### src/rtl/jtkunio_pkg.sv
// Shared constants for the Kunio colour mixer: palette layer bases,
// the transparent colour code and the debug layer-enable bit positions.
package jtkunio_pkg;

    localparam logic [2:0] PAL_CHAR   = 3'b000;
    localparam logic [2:0] PAL_OBJ    = 3'b100;
    localparam logic [1:0] PAL_SCR    = 2'b11;

    localparam logic [2:0] COL_TRANSP = 3'd0;

    localparam int GFX_CHAR = 0;
    localparam int GFX_SCR  = 1;
    localparam int GFX_OBJ  = 2;

    typedef enum logic [1:0] {
        LAYER_NONE,
        LAYER_SCR,
        LAYER_OBJ,
        LAYER_CHAR
    } layer_e;

    function automatic logic is_opaque(input logic [2:0] col, input logic en);
        return en && (col != COL_TRANSP);
    endfunction

endpackage

### src/rtl/jtframe_dual_ram.sv
// Single-clock dual-port RAM with registered read on both ports.
// Reads return the contents from before any write in the same clock.
module jtframe_dual_ram #(
    parameter int dw = 8,
    parameter int aw = 8
) (
    input  logic          clk,
    input  logic [dw-1:0] data0,
    input  logic [aw-1:0] addr0,
    input  logic          we0,
    output logic [dw-1:0] q0,
    input  logic [dw-1:0] data1,
    input  logic [aw-1:0] addr1,
    input  logic          we1,
    output logic [dw-1:0] q1
);

    logic [dw-1:0] mem [0:2**aw-1];

    // Port 0 wins if both ports write the same clock.
    always_ff @(posedge clk) begin
        q0 <= mem[addr0];
        q1 <= mem[addr1];
        if (we0) begin
            mem[addr0] <= data0;
        end else if (we1) begin
            mem[addr1] <= data1;
        end
    end

endmodule

### src/rtl/jtkunio_prio.sv
// Combinational layer priority (char > obj > scroll) and palette index builder.
module jtkunio_prio
    import jtkunio_pkg::*;
(
    input  logic [4:0] char_pxl,
    input  logic [4:0] obj_pxl,
    input  logic [5:0] scr_pxl,
    input  logic [2:0] gfx_en,
    output logic [7:0] pal_idx
);

    layer_e layer;

    // Scroll has no transparent colour; only its enable can hide it.
    always_comb begin
        layer = LAYER_NONE;
        if (is_opaque(char_pxl[2:0], gfx_en[GFX_CHAR])) begin
            layer = LAYER_CHAR;
        end else if (is_opaque(obj_pxl[2:0], gfx_en[GFX_OBJ])) begin
            layer = LAYER_OBJ;
        end else if (gfx_en[GFX_SCR]) begin
            layer = LAYER_SCR;
        end
    end

    always_comb begin
        pal_idx = 8'h00;
        unique case (layer)
            LAYER_CHAR: pal_idx = {PAL_CHAR, char_pxl};
            LAYER_OBJ:  pal_idx = {PAL_OBJ, obj_pxl};
            LAYER_SCR:  pal_idx = {PAL_SCR, scr_pxl};
            default:    pal_idx = 8'h00;
        endcase
    end

endmodule

### src/rtl/jtkunio_colmix.sv
// Kunio colour mixer: priority mux, CPU-writable palette RAM and blanked
// 4-4-4 RGB output with blanking delayed to match the pixel path.
module jtkunio_colmix
    import jtkunio_pkg::*;
#(
    parameter int BLANK_DLY = 2
) (
    input  logic       clk,
    input  logic       rst_n,
    input  logic       pxl_cen,
    input  logic       LHBL,
    input  logic       LVBL,
    input  logic [4:0] char_pxl,
    input  logic [4:0] obj_pxl,
    input  logic [5:0] scr_pxl,
    input  logic [2:0] gfx_en,
    input  logic [8:0] cpu_addr,
    input  logic       pal_cs,
    input  logic       cpu_wrn,
    input  logic [7:0] cpu_dout,
    output logic [7:0] cpu_din,
    output logic [3:0] red,
    output logic [3:0] green,
    output logic [3:0] blue,
    output logic       LHBL_dly,
    output logic       LVBL_dly
);

    logic [7:0]           mux_idx;
    logic [7:0]           pal_idx_d, pal_idx_q;
    logic [7:0]           pxl_rg, cpu_rg;
    logic [3:0]           pxl_b, cpu_b;
    logic                 we_rg, we_b;
    logic [BLANK_DLY-1:0] lhbl_sr_d, lhbl_sr_q;
    logic [BLANK_DLY-1:0] lvbl_sr_d, lvbl_sr_q;
    logic                 blank;
    logic [3:0]           red_d, red_q, green_d, green_q, blue_d, blue_q;
    logic                 rd_bank_d, rd_bank_q, rd_valid_d, rd_valid_q;

    jtkunio_prio u_prio (
        .char_pxl (char_pxl),
        .obj_pxl  (obj_pxl),
        .scr_pxl  (scr_pxl),
        .gfx_en   (gfx_en),
        .pal_idx  (mux_idx)
    );

    assign we_rg = pal_cs & ~cpu_wrn & ~cpu_addr[8];
    assign we_b  = pal_cs & ~cpu_wrn &  cpu_addr[8];

    jtframe_dual_ram #(.dw(8), .aw(8)) u_ram_rg (
        .clk   (clk),
        .data0 (cpu_dout),
        .addr0 (cpu_addr[7:0]),
        .we0   (we_rg),
        .q0    (cpu_rg),
        .data1 (8'h00),
        .addr1 (pal_idx_q),
        .we1   (1'b0),
        .q1    (pxl_rg)
    );

    jtframe_dual_ram #(.dw(4), .aw(8)) u_ram_b (
        .clk   (clk),
        .data0 (cpu_dout[3:0]),
        .addr0 (cpu_addr[7:0]),
        .we0   (we_b),
        .q0    (cpu_b),
        .data1 (4'h0),
        .addr1 (pal_idx_q),
        .we1   (1'b0),
        .q1    (pxl_b)
    );

    // Blanking uses the value LHBL_dly/LVBL_dly take on this same edge.
    always_comb begin
        pal_idx_d = pal_idx_q;
        lhbl_sr_d = lhbl_sr_q;
        lvbl_sr_d = lvbl_sr_q;
        red_d     = red_q;
        green_d   = green_q;
        blue_d    = blue_q;
        if (pxl_cen) begin
            pal_idx_d = mux_idx;
            lhbl_sr_d = {lhbl_sr_q[BLANK_DLY-2:0], LHBL};
            lvbl_sr_d = {lvbl_sr_q[BLANK_DLY-2:0], LVBL};
        end
        blank = ~(lhbl_sr_d[BLANK_DLY-1] & lvbl_sr_d[BLANK_DLY-1]);
        if (pxl_cen) begin
            red_d   = blank ? 4'h0 : pxl_rg[7:4];
            green_d = blank ? 4'h0 : pxl_rg[3:0];
            blue_d  = blank ? 4'h0 : pxl_b;
        end
    end

    always_comb begin
        rd_bank_d  = cpu_addr[8];
        rd_valid_d = 1'b1;
    end

    always_ff @(posedge clk) begin
        if (!rst_n) begin
            pal_idx_q  <= '0;
            lhbl_sr_q  <= '0;
            lvbl_sr_q  <= '0;
            red_q      <= '0;
            green_q    <= '0;
            blue_q     <= '0;
            rd_bank_q  <= 1'b0;
            rd_valid_q <= 1'b0;
        end else begin
            pal_idx_q  <= pal_idx_d;
            lhbl_sr_q  <= lhbl_sr_d;
            lvbl_sr_q  <= lvbl_sr_d;
            red_q      <= red_d;
            green_q    <= green_d;
            blue_q     <= blue_d;
            rd_bank_q  <= rd_bank_d;
            rd_valid_q <= rd_valid_d;
        end
    end

    assign cpu_din  = rd_valid_q ? (rd_bank_q ? {4'hF, cpu_b} : cpu_rg) : 8'h00;
    assign red      = red_q;
    assign green    = green_q;
    assign blue     = blue_q;
    assign LHBL_dly = lhbl_sr_q[BLANK_DLY-1];
    assign LVBL_dly = lvbl_sr_q[BLANK_DLY-1];

endmodule

### config.mk
export PLATFORM = sky130hd
export DESIGN_NAME = jtkunio_colmix
export DESIGN_NICKNAME = d
export VERILOG_FILES = /design/src/rtl/jtkunio_pkg.sv /design/src/rtl/jtframe_dual_ram.sv /design/src/rtl/jtkunio_prio.sv /design/src/rtl/jtkunio_colmix.sv
export SDC_FILE = /design/constraint.sdc
export NUM_CORES = 2
export LEC_CHECK = 0
export CAP_MARGIN = 5
export CORE_UTILIZATION = 25
export DETAILED_ROUTE_END_ITERATION = 7
export PLACE_DENSITY_LB_ADDON = 0.12
export SYNTH_ARGS = -nofsm -noshare
export SYNTH_HDL_FRONTEND = slang
export SYNTH_HIERARCHICAL = 1
export SYNTH_SLANG_ARGS = --single-unit
### constraint.sdc
create_clock -name clk -period 5.7 [get_ports clk]
set_clock_uncertainty 0.15 [all_clocks]
set_input_delay 0.57 -clock clk [delete_from_list [all_inputs] [get_ports clk]]
set_output_delay 0.57 -clock clk [all_outputs]
set_load 0.05 [all_outputs]
# --- After elaboration in Yosys (flattened, before gate mapping) ---
# Memories as Yosys holds them, arrays and structs flattened. A register that Yosys moved wholly into a read port is not among the register bits.
# Cells that the tools add are included.
totals:
  regBits: 26
  mem_bits_rw: 3072
  inputBits: 43
  output_inout_bits: 22
  elab_cells: 41
  memories: 2
memory_table:
  columns: ["memory", "depth", "word_bits", "rd", "rd_ports_with_merged_regs", "wr", "line", "rtl"]
  rows:
  - ["u_ram_rg.mem", 256, 8, 2, 2, 1, "jtframe_dual_ram.sv:18", "logic [dw-1:0] mem [0:2**aw-1];"]
  - ["u_ram_b.mem", 256, 4, 2, 2, 1, "jtframe_dual_ram.sv:18", null]
op_classes:
  n_eq_ne: 3
  n_mux: 16
  n_bitwise: 6
  n_reduce_logical: 4
op_table:
  columns: ["cell", "count"]
  rows:
  - ["case mux 8 bit (3 select lines)", 1]
  - ["2-to-1 mux 8 bit", 2]
  - ["2-to-1 mux 4 bit", 3]
  - ["2-to-1 mux 2 bit", 4]
  - ["2-to-1 mux 1 bit", 6]
  - ["nonzero test 3 bit", 2]
  - ["bitwise AND 1 bit", 4]
  - ["equality test 2 bit, second input constant", 2]
  - ["equality test 2 x 1 -> 1 bit, second input constant", 1]
  - ["logical AND 1 bit", 2]
  - ["inverter 1 bit", 2]

# --- Longest topological paths before layout ---
depth:
  word_depth: 6
  depth_mapped: 12
  depth_no_buf: 7

# --- Cells and area by module ---
# Netlist, hierarchy kept.
modules_own_cells:
  columns: ["mod", "instances", "cells_per_inst", "area_per_inst_um2", "seq_area_each_um2"]
  rows:
  - ["jtframe_dual_ram at u_ram_rg", 1, 5181, 96393.7, 61819.3]
  - ["jtframe_dual_ram at u_ram_b", 1, 2898, 49433.7, 30909.6]
  - ["jtkunio_colmix", 1, 111, 1144.8, 520.5]
  - ["jtkunio_prio", 1, 24, 201.4, 0.0]

# --- Least setup slack after synthesis ---
# Ideal clock, no wire load.
synth_path:
  kind: "input -> register"
  start: "input port cpu_dout[0]"
  end: "memory u_ram_b.mem[0][0] (data pin)"
  arrival_ns: 3.589
  required_ns: 4.731
  path_slack_ns: 1.142
  stages: 2
  path_cell_list: "nand2_1 > nand2_1"
synth_rtl:
  columns: ["element", "line", "rtl"]
  rows:
  - ["start: declaration", "jtkunio_colmix.sv:20", "input logic [7:0] cpu_dout,"]
  - ["end: declaration", "jtframe_dual_ram.sv:18", null]
# Straight into the memory's write port.

==> out/summary.txt <==
number of standard-cell rows in the floorplan: 281
Slew HR: -132%
die width: 769 um
y dimension of the die: 769 um
# nets final: 8,601
routed wire length: 602,000 um
status: finished with violations
Global Route Usage Sum: 19.8%
cell type group with the largest total delay on the critical path: compound AO/OA/AOI/OAI gates
setup repair after global routing missed its margin: no
worst reg2reg path depth: 9
met3 WL: 34,300 um
I/O Pins: 65
Max Transition Viols Final: 47
clock period minus final worst setup slack: 4810 ps
pin count of the biggest net entering global routing: 131
Post-synth EDFFs: 3,072
endpoint of the worst hold path: lvbl_sr_q[0]$_SDFFE_PN0P_
sequential-to-total area share from yosys stat: 63.4%
H-Tree Level Count: 5
via count: 88,600
sink count of the clock tree: 3,122
Final Worst Setup Slack: 886 ps
area of the core: 586,000 um2
worst setup path class: reg -> reg
arrival time reported for the critical path endpoint: 5490 ps
initial cell density of the core: 25.1%
startpoint of the worst-slack reg-to-reg timing path: pal_idx_q[0]$_SDFFE_PN0P_
aggregate negative setup slack: 0 ps
wire per inst: 36.2 um
share of the synthesized area in the top cell type: 62.7%
endpoint type of the worst setup path: flip-flop
leakage component of the power: 51.2 nW
GRT Residual Overflow: 0
number of setup violations in the final report: 0
DR WL met2: 289,000 um
critical path fanouts, max: 26
Final GP Congestion: 0.855
pwr/cell area: 323 nW/um2
leading cell type by number of instances after synthesis: sky130_fd_sc_hd__edfxtp_1
failing checks: max-slew violations
Post-synth top flop: sky130_fd_sc_hd__edfxtp_1
first-pass GRT wire length: 814,000 um
crit-path max cell delay: 1050 ps
number of max-cap violations: 0
master of the slowest instance on the critical path: sky130_fd_sc_hd__a221oi_1
post-synthesis instance area: 147,000 um2
dominant cell type by count on the critical path: sky130_fd_sc_hd__buf_12
Crit path buffers/inverters: 3
top cells by instance count after synthesis: sky130_fd_sc_hd__edfxtp_1, sky130_fd_sc_hd__mux4_2, sky130_fd_sc_hd__mux2i_1, sky130_fd_sc_hd__nor2_1, sky130_fd_sc_hd__a22oi_1
maximum vdd drop: 232 uV
number of different library cells in the post-synthesis netlist: 85
number of setup buffers added after CTS: 0
data required time at the worst endpoint: 6380 ps
endpoint of the worst-slack reg-to-reg timing path: u_ram_rg/q1[4]$_DFF_P_
Clock transition at path regs: 60 ps
IO buf count: 64
clock latency reported for the late side of the worst-skew pair: 1000 ps
violation count after the first detailed-routing iteration: 8,933
via count of the first global-routing pass: 90,700
proportion of layout cells with a drive suffix above 1: 28.4%
area of the die: 592,000 um2
max frequency: 208 MHz
worst slack at placement: 638 ps
cts repair resizes: 0
worst-case clock buffer depth: 4
R2R setup slack: 890 ps
cell taking the most area after synthesis: sky130_fd_sc_hd__edfxtp_1
async set-reset flop share out of synthesis: 0%
Hold Vio Cnt, Final: 0
number of nets still failing antenna checks after routing: 0
area after detailed placement: 159,000 um2
uppermost signal routing layer after detailed routing: met5
hold_buf cts: 0
area of all placed cells without fillers: 171,000 um2
leading post-synthesis cells by cell area: sky130_fd_sc_hd__edfxtp_1, sky130_fd_sc_hd__mux4_2, sky130_fd_sc_hd__mux2i_1, sky130_fd_sc_hd__a22oi_1, sky130_fd_sc_hd__nor2_1
library cell used as clock root buffer: sky130_fd_sc_hd__clkbuf_16
worst min-delay path class: in -> reg
Hold Crit Depth: 3
antenna violations before repair: 38
actual transition at the worst max-transition pin: 3480 ps
TritonCTS clock tree: built
CP Launch Type: flip-flop
area grow syn2layout: 16.2%
length of the first detailed-routing pass in iterations: 8
post-synthesis register bit count: 3,122
Post-route DRC: 0
wl on met1: 259,000 um
Worst Hold Launch: LVBL
CTS Buf Count: 374
number of vias per cell after detailed routing: 5.32
crit-path cells: buf_12, buf_12, buf_4, mux4_2, a22o_1, a31oi_1, o21ai_0, a221oi_1, nor4_1
ratio of final minimum period to clock period: 84.5%
yosys warns: 6
post-synthesis instance total: 8,214
average cell area after synthesis: 17.9 um2
placed wire-length estimate: 409,000 um
## logic make-up after synthesis
| group | share of synthesized area [%] |
|---|---|
| flops | 63.4 |
| mux | 23.9 |
| fa+ha+maj | 0.0425 |
| buf+inv | 2.78 |
| compound gates | 6.21 |
| other cells | 0.00255 |
| simple gates | 3.70 |
## how the worst max path moves through the flow
stage,from,to,cells after the start
after global placement,cpu_addr[1],u_ram_rg/q0[2]$_DFF_P_,8
after detailed placement,pal_cs,u_ram_rg/mem[98][0]$_DFFE_PP_,7
after floorplan,cpu_dout[0],u_ram_b/mem[0][0]$_DFFE_PP_,2
final,pal_idx_q[0]$_SDFFE_PN0P_,u_ram_rg/q1[4]$_DFF_P_,9
after CTS,pal_idx_q[0]$_SDFFE_PN0P_,u_ram_rg/q1[4]$_DFF_P_,9
after global routing,pal_idx_q[0]$_SDFFE_PN0P_,u_ram_rg/q1[4]$_DFF_P_,9
## routing by layer
metal,GRT usage [%],up-vias
li1,-,35600
met2,32.8,3286
met5,0,-
met3,3.08,732
met1,26.8,48900
met4,5.96,6
## layout make-up
cell class / count / area, um2
Fill cell: 57700 / 415000
Sequential cell: 3122 / 93300
Multi-Input combinational cell: 4416 / 50400
Clock buffer: 471 / 9890
Tap cell: 7782 / 9740
Timing Repair Buffer: 626 / 5730
Clock inverter: 202 / 1860
Inverter: 13 / 51.3
Antenna cell: 17 / 42.5
## layout by cell type (no fill, tap or decap), types with 20 or more instances in the layout
cell                                 n
sky130_fd_sc_hd__clkdlybuf4s50_1    55
sky130_fd_sc_hd__nand4_1            27
sky130_fd_sc_hd__o22ai_1           117
sky130_fd_sc_hd__a32oi_1            25
sky130_fd_sc_hd__clkbuf_1           87
sky130_fd_sc_hd__o221ai_1          186
sky130_fd_sc_hd__nor4_1             23
sky130_fd_sc_hd__a31oi_1            44
sky130_fd_sc_hd__clkinv_1           79
sky130_fd_sc_hd__nand2b_1           37
sky130_fd_sc_hd__clkbuf_16         380
sky130_fd_sc_hd__mux2_2             33
sky130_fd_sc_hd__nor2_1            572
sky130_fd_sc_hd__bufinv_16          28
sky130_fd_sc_hd__nand3_2            20
sky130_fd_sc_hd__a22o_1             42
sky130_fd_sc_hd__a211oi_1           44
sky130_fd_sc_hd__nor2b_1            45
sky130_fd_sc_hd__a21oi_1           230
sky130_fd_sc_hd__mux2i_1           600
sky130_fd_sc_hd__nor3_1             69
sky130_fd_sc_hd__nand3_1            61
sky130_fd_sc_hd__a221oi_1           47
sky130_fd_sc_hd__nand2_1           238
sky130_fd_sc_hd__clkinv_2           60
sky130_fd_sc_hd__buf_4             488
sky130_fd_sc_hd__a22oi_1           309
sky130_fd_sc_hd__buf_12             69
sky130_fd_sc_hd__mux4_2           1267
sky130_fd_sc_hd__dfxtp_1            42
sky130_fd_sc_hd__edfxtp_1         3072
sky130_fd_sc_hd__o21ai_0            49
## where the power goes
part	internal, mW	total (mW)	switching [mW]
Sequential	25.6	25.8	0.246
Clock	13.5	23.6	10.0
Combinational	1.88	5.78	3.91
Total	41.0	55.2	14.2
## sequential cells by signal, summed over array words and instances (netlist names)
register / cells
u_ram_rg/mem: 2048
u_ram_b/mem: 1024
pal_idx_q: 8
u_ram_rg/q0: 8
u_ram_rg/q1: 8
blue: 4
green: 4
red: 4
u_ram_b/q0: 4
u_ram_b/q1: 4
lhbl_sr_q: 2
lvbl_sr_q: 2
rd_bank_q: 1
rd_valid_q: 1
## per-stage QoR
stage	total power, mW	instances	hold WS [ps]	utilization [%]
2_1_floorplan	29.3	8231	298	-
3_3_place_gp	32.1	16000	317	27.1
3_5_place_dp	32.1	16000	317	27.2
4_1_cts	55.8	16600	3.77	29.2
5_1_grt	56.7	16600	70.7	29.2
6_report	55.2	16600	96.1	29.2
## worst reg2reg max path, cell delays in order (launching register included)
cell and delay (ps):
sky130_fd_sc_hd__dfxtp_4 700, sky130_fd_sc_hd__buf_12 390, sky130_fd_sc_hd__buf_12 300, sky130_fd_sc_hd__buf_4 300, sky130_fd_sc_hd__mux4_2 540, sky130_fd_sc_hd__a22o_1 280
sky130_fd_sc_hd__a31oi_1 380, sky130_fd_sc_hd__o21ai_0 390, sky130_fd_sc_hd__a221oi_1 1050, sky130_fd_sc_hd__nor4_1 190
Note: power is estimated with default switching activity, not from simulation.
